[config.mk]
export PLATFORM = sky130hd
export DESIGN_NAME = uart_tx_flat
export DESIGN_NICKNAME = d
export VERILOG_FILES = /design/src/rtl/uart_pkg.sv /design/src/rtl/uart_tx_if.sv /design/src/rtl/uart_tx.sv /design/src/flat_wrapper.sv
export SDC_FILE = /design/constraint.sdc
export NUM_CORES = 1
export LEC_CHECK = 0
export CAP_MARGIN = 30
export CORE_MARGIN = 4
export CORE_UTILIZATION = 50
export CTS_BUF_LIST = sky130_fd_sc_hd__clkbuf_8
export DETAILED_ROUTE_END_ITERATION = 10
export GPL_ROUTABILITY_DRIVEN = 0
export PLACE_DENSITY = 0.76
export SYNTH_ARGS = -nofsm -noshare
export SYNTH_HDL_FRONTEND = slang
export SYNTH_SLANG_ARGS = --single-unit
[constraint.sdc]
create_clock -name CLK -period 2.1 [get_ports CLK]
set_input_delay 0.315 -clock CLK [delete_from_list [all_inputs] [get_ports CLK]]
set_output_delay 0.315 -clock CLK [all_outputs]
set_load 0.02 [all_outputs]
[src/rtl/uart_pkg.sv]
// uart_pkg: types and constants shared by the UART
// transmit and receive paths.
package uart_pkg;

  localparam int OVERSAMPLE = 16;
  localparam int TICK_W = $clog2(OVERSAMPLE);

  localparam int NONE = 0;
  localparam int EVEN = 1;
  localparam int ODD  = 2;

  typedef enum logic [2:0] {
    IDLE,
    START,
    DATA,
    PARITY,
    STOP
  } tx_state_t;

  function automatic bit stop_bits_ok(int n);
    return (n == 1) || (n == 2);
  endfunction

endpackage

[src/rtl/uart_tx_if.sv]
// uart_tx_if: byte handshake between a byte source
// and the UART transmitter.
interface uart_tx_if;

  logic [7:0] Di;
  logic       valid;
  logic       ready;

  modport master (
    output Di,
    output valid,
    input  ready
  );

  modport slave (
    input  Di,
    input  valid,
    output ready
  );

endinterface

[src/rtl/uart_tx.sv]
// uart_tx: byte-wide UART transmitter, 8 data bits LSB
// first, optional parity, 1 or 2 stop bits, x16 ticks.
module uart_tx
  import uart_pkg::*;
#(
  parameter int P_PARITY    = 0,
  parameter int P_STOP_BITS = 1
) (
  input  logic     CLK,
  input  logic     reset,
  input  logic     x16_BAUD,
  uart_tx_if.slave src,
  output logic     serial_out,
  output logic     busy,
  output logic     done
);

  if (!stop_bits_ok(P_STOP_BITS)) begin : g_bad_stop
    $error("uart_tx: P_STOP_BITS must be 1 or 2");
  end

  localparam logic [TICK_W-1:0] TICK_LAST =
    TICK_W'(OVERSAMPLE - 1);
  localparam logic ODD_INV  = (P_PARITY == ODD);
  localparam logic HAS_PAR  = (P_PARITY != NONE);
  localparam logic TWO_STOP = (P_STOP_BITS == 2);

  tx_state_t         state, state_n;
  logic [TICK_W-1:0] tick_cnt, tick_n;
  logic [2:0]        bit_idx, bit_n;
  logic [7:0]        shift_reg, shift_n;
  logic              par_bit, par_n;
  logic              stop_cnt, stop_n;
  logic              so_n, done_n;
  logic              bit_end;

  assign src.ready = (state == IDLE);
  assign busy      = (state != IDLE);
  assign bit_end   = x16_BAUD && (tick_cnt == TICK_LAST);

  always_comb begin
    state_n = state;
    tick_n  = tick_cnt;
    bit_n   = bit_idx;
    shift_n = shift_reg;
    par_n   = par_bit;
    stop_n  = stop_cnt;
    done_n  = 1'b0;
    so_n    = 1'b1;
    // a tick in the accept cycle is deliberately not counted
    if (state == IDLE) begin
      if (src.valid) begin
        shift_n = src.Di;
        par_n   = (^src.Di) ^ ODD_INV;
        tick_n  = '0;
        bit_n   = '0;
        stop_n  = 1'b0;
        state_n = START;
      end
    end else if (x16_BAUD) begin
      tick_n = tick_cnt + 1'b1;
      if (bit_end) begin
        unique case (state)
          START: state_n = DATA;
          DATA: begin
            shift_n = shift_reg >> 1;
            bit_n   = bit_idx + 1'b1;
            if (bit_idx == 3'd7)
              state_n = HAS_PAR ? PARITY : STOP;
          end
          PARITY: state_n = STOP;
          STOP: begin
            if (TWO_STOP && !stop_cnt) begin
              stop_n = 1'b1;
            end else begin
              state_n = IDLE;
              done_n  = 1'b1;
            end
          end
          default: state_n = IDLE;
        endcase
      end
    end
    // line level is decoded from the next state so it is registered
    unique case (state_n)
      START:   so_n = 1'b0;
      DATA:    so_n = shift_n[0];
      PARITY:  so_n = par_n;
      default: so_n = 1'b1;
    endcase
  end

  always_ff @(posedge CLK) begin
    if (reset) begin
      state      <= IDLE;
      tick_cnt   <= '0;
      bit_idx    <= '0;
      shift_reg  <= '0;
      par_bit    <= 1'b0;
      stop_cnt   <= 1'b0;
      serial_out <= 1'b1;
      done       <= 1'b0;
    end else begin
      state      <= state_n;
      tick_cnt   <= tick_n;
      bit_idx    <= bit_n;
      shift_reg  <= shift_n;
      par_bit    <= par_n;
      stop_cnt   <= stop_n;
      serial_out <= so_n;
      done       <= done_n;
    end
  end

endmodule

[src/flat_wrapper.sv]
// flat-port wrapper written by rule: the top's interface ports become plain ports
module uart_tx_flat import uart_pkg::*;
#(
  parameter int P_PARITY    = 0,
  parameter int P_STOP_BITS = 1
)
  (CLK, reset, x16_BAUD, serial_out, busy, done, src_Di, src_valid, src_ready);
  uart_tx_if src_i ();
  input  logic CLK;
  input  logic reset;
  input  logic x16_BAUD;
  output logic serial_out;
  output logic busy;
  output logic done;
  input wire logic [$bits(src_i.Di)-1:0] src_Di;
  input wire logic [$bits(src_i.valid)-1:0] src_valid;
  output wire logic [$bits(src_i.ready)-1:0] src_ready;
  assign src_i.Di = src_Di;
  assign src_i.valid = src_valid;
  assign src_ready = src_i.ready;
  uart_tx #(.P_PARITY(P_PARITY), .P_STOP_BITS(P_STOP_BITS)) u_core (.CLK(CLK), .reset(reset), .x16_BAUD(x16_BAUD), .src(src_i), .serial_out(serial_out), .busy(busy), .done(done));
endmodule
==> out/results.tsv <==
metric	value	unit
grt_first_pass_wirelength	3830	µm
synth-edff-count	0	
finalCriticalPeriod	2.03	ns
cts_max_path_buffers	2	
synth_fp_nets	125	
die_w	53.4	µm
fin_crit_sh	96.6	%
syn_area	1030	µm²
worst_setup_path_end_kind	output pin	
critPathArrivalTime	1.71	ns
worst_slew_pin_slew	0.318	ns
critPathKind	flip-flop to output pin	
coreArea	1960	µm²
die_y	53.4	µm
cp.required	1.78	ns
worstSkewPairLatency	0.25	ns
fmax	493	MHz
antennaDiodeCount	0	
synth_seq_cells	21	
drt-total-wl	2250	µm
register_area	420	µm²
wl_per_cell	14.1	µm
nets	148	
cts_tree	built	
rsz0062_at_grt	no	
fill_cells	173	
path_max_fanout	7	
drtPass1Iterations	4	
antenna_left	0	
synth-xor-area-share	5.95	%
clkTransAtPathRegs	0.07	ns
setup_viol	0	
powerDensity	646	nW/µm²
grt_max_degree	15	
slew_violations	0	
p_leak	0.000501	µW
hold_depth	1	
syn_inst	110	
antenna_found_initial	0	
htreeDepth	1	
start_util	52.5	%
rows	16	
dpl.hpwl	1730	µm
maxCapViolations	0	
r2r-end	u_core.shift_reg[1]	
largest_reg_flops	8	
ir_drop	0.477	mV
multiInputGateArea	546	µm²
slew_headroom	78.8	%
drive_gt1_share	15.9	%
drc	0	
r2r-start	u_core.tick_cnt[0]	
grt_pass1_vias	914	
cp-start-kind	flip-flop	
async_reset_ff_share	0	%
yosysSeqAreaShare	40.8	%
die_area	2850	µm²
avgSynthCellArea	9.36	µm²
fin_util	65.8	%
root_buffer	clkbuf_8	
synthAdderAreaFrac	3.65	%
syn_to_final_growth	25.3	%
clock_skew	0.00278	ns
synth_area_leaders	dfxtp_1 (41%), nor2_1 (8.0%), a222oi_1 (5.8%)	
overflow	0	
rr_worst_depth	6	
port_buffers	15	
vias	915	
holdCritPathClass	flip-flop to flip-flop	
synth_top_family_by_area	compound AO/OA/AOI/OAI gates	
synthSimpleGateAreaFrac	18.6	%
r2r_slack	0.20	ns
status	finished clean	
post-synth-top-area-fraction	40.8	%
numCtsBuffers	3	
mostFrequentLayoutCells	nor2_1 (22), dfxtp_1 (21), clkdlybuf4s50_1 (15)	
ys_warn_count	0	
vias_per_cell	5.75	
setup_tns	0	ns
grt_usage	18.6	%
layout_commonest_cell	nor2_1	
cts_hold_buf	0	
clock-sinks	21	
drtIter0Drc	57	
synth_compound_area_share	21.4	%
synthFlopType	dfxtp_1	
crit_start	u_core.state[0]	
hold_viol_final	0	
setup.worst_path.end	src_ready	
ys_types	37	
synth_top_area_cell	dfxtp_1	
pin_count	16	
synth_mux_area_share	2.92	%
==> per-layer routing <==
layer,part of all wire [%],GRT usage [%],routed length (µm)
met3,7.3,3.66,164
met5,0,0,0
met1,42,21.8,942
met4,1.5,8.51,34
met2,49,31.8,1110
==> worst min-delay path by stage <==
| stage | startpoint | endpoint | slack, ns |
|---|---|---|---|
| 6_report | u_core.tick_cnt[3] | u_core.tick_cnt[3] | 0.50 |
| 5_1_grt | u_core.tick_cnt[3] | u_core.tick_cnt[3] | 0.53 |
| 4_1_cts | u_core.tick_cnt[3] | u_core.tick_cnt[3] | 0.50 |
| 3_5_place_dp | u_core.tick_cnt[3] | u_core.tick_cnt[3] | 0.48 |
| 3_3_place_gp | u_core.tick_cnt[3] | u_core.tick_cnt[3] | 0.47 |
| 2_1_floorplan | u_core.tick_cnt[3] | u_core.tick_cnt[3] | 0.45 |
==> worst max-delay path, stage by stage, from the launching register on <==
cell             delay (ns)
dfxtp_1                0.32
or3_4                  0.45
clkinv_4               0.09
clkdlybuf4s50_1        0.60
==> synthesized netlist by cell type, drive strengths merged, types with 2 or more instances <==
library cell  instances
a211oi                2
a21oi                 7
a22oi                 4
ha                    3
nand4                 2
o21ai                 2
clkbuf                2
mux2i                 3
nor2                 22
nand2                 2
dfxtp                21
buf                   6
xnor2                 6
nand2b                2
nor3                  2
a222oi                6
==> what timing repair did <==
item                                    CTS  global route
endpoints found under the setup margin    1             0
resized for setup                         1             0
hold endpoints to repair                  0             0
setup buffers                             0             0
==> logic make-up (layout without fill, tap and decap cells) <==
family,after synthesis,count (layout)
AOI/OAI and AO/OA,28,28
and+or+nand+nor,38,38
muxes,3,3
DFF,21,21
buffers and inverters,10,32
adders and majority gates,3,3
xor gates and xnor gates,7,7
==> through the flow <==
step	instances	cell area, µm²	worst slack [ns]	hold WS (ns)	power (µW)
CTS	159	1290	0.0614	0.496	839
global placement	155	1240	0.0816	0.468	583
floorplan	110	1030	0.305	0.452	539
finish	159	1290	0.0724	0.502	833
detailed placement	155	1240	0.0396	0.482	590
global route	159	1290	0.0265	0.529	873
==> power by group <==
| part | total, µW | leakage (µW) | switching (µW) | internal, µW |
|---|---|---|---|---|
| Clock | 250 | 0.0000269 | 121 | 130 |
| Combinational | 158 | 0.000303 | 77.8 | 79.9 |
| Sequential | 425 | 0.000171 | 9.02 | 416 |
==> area by class of cell <==
type / instances / share of cell area [%]
tap: 27 / 2.62
clock buffer: 3 / 3.20
multi-input combinational: 79 / 42.3
sequential: 21 / 32.6
clock inverter: 1 / 0.291
inverter: 2 / 0.970
timing repair buffer: 26 / 18.0
(Power assumes the default switching activity.)
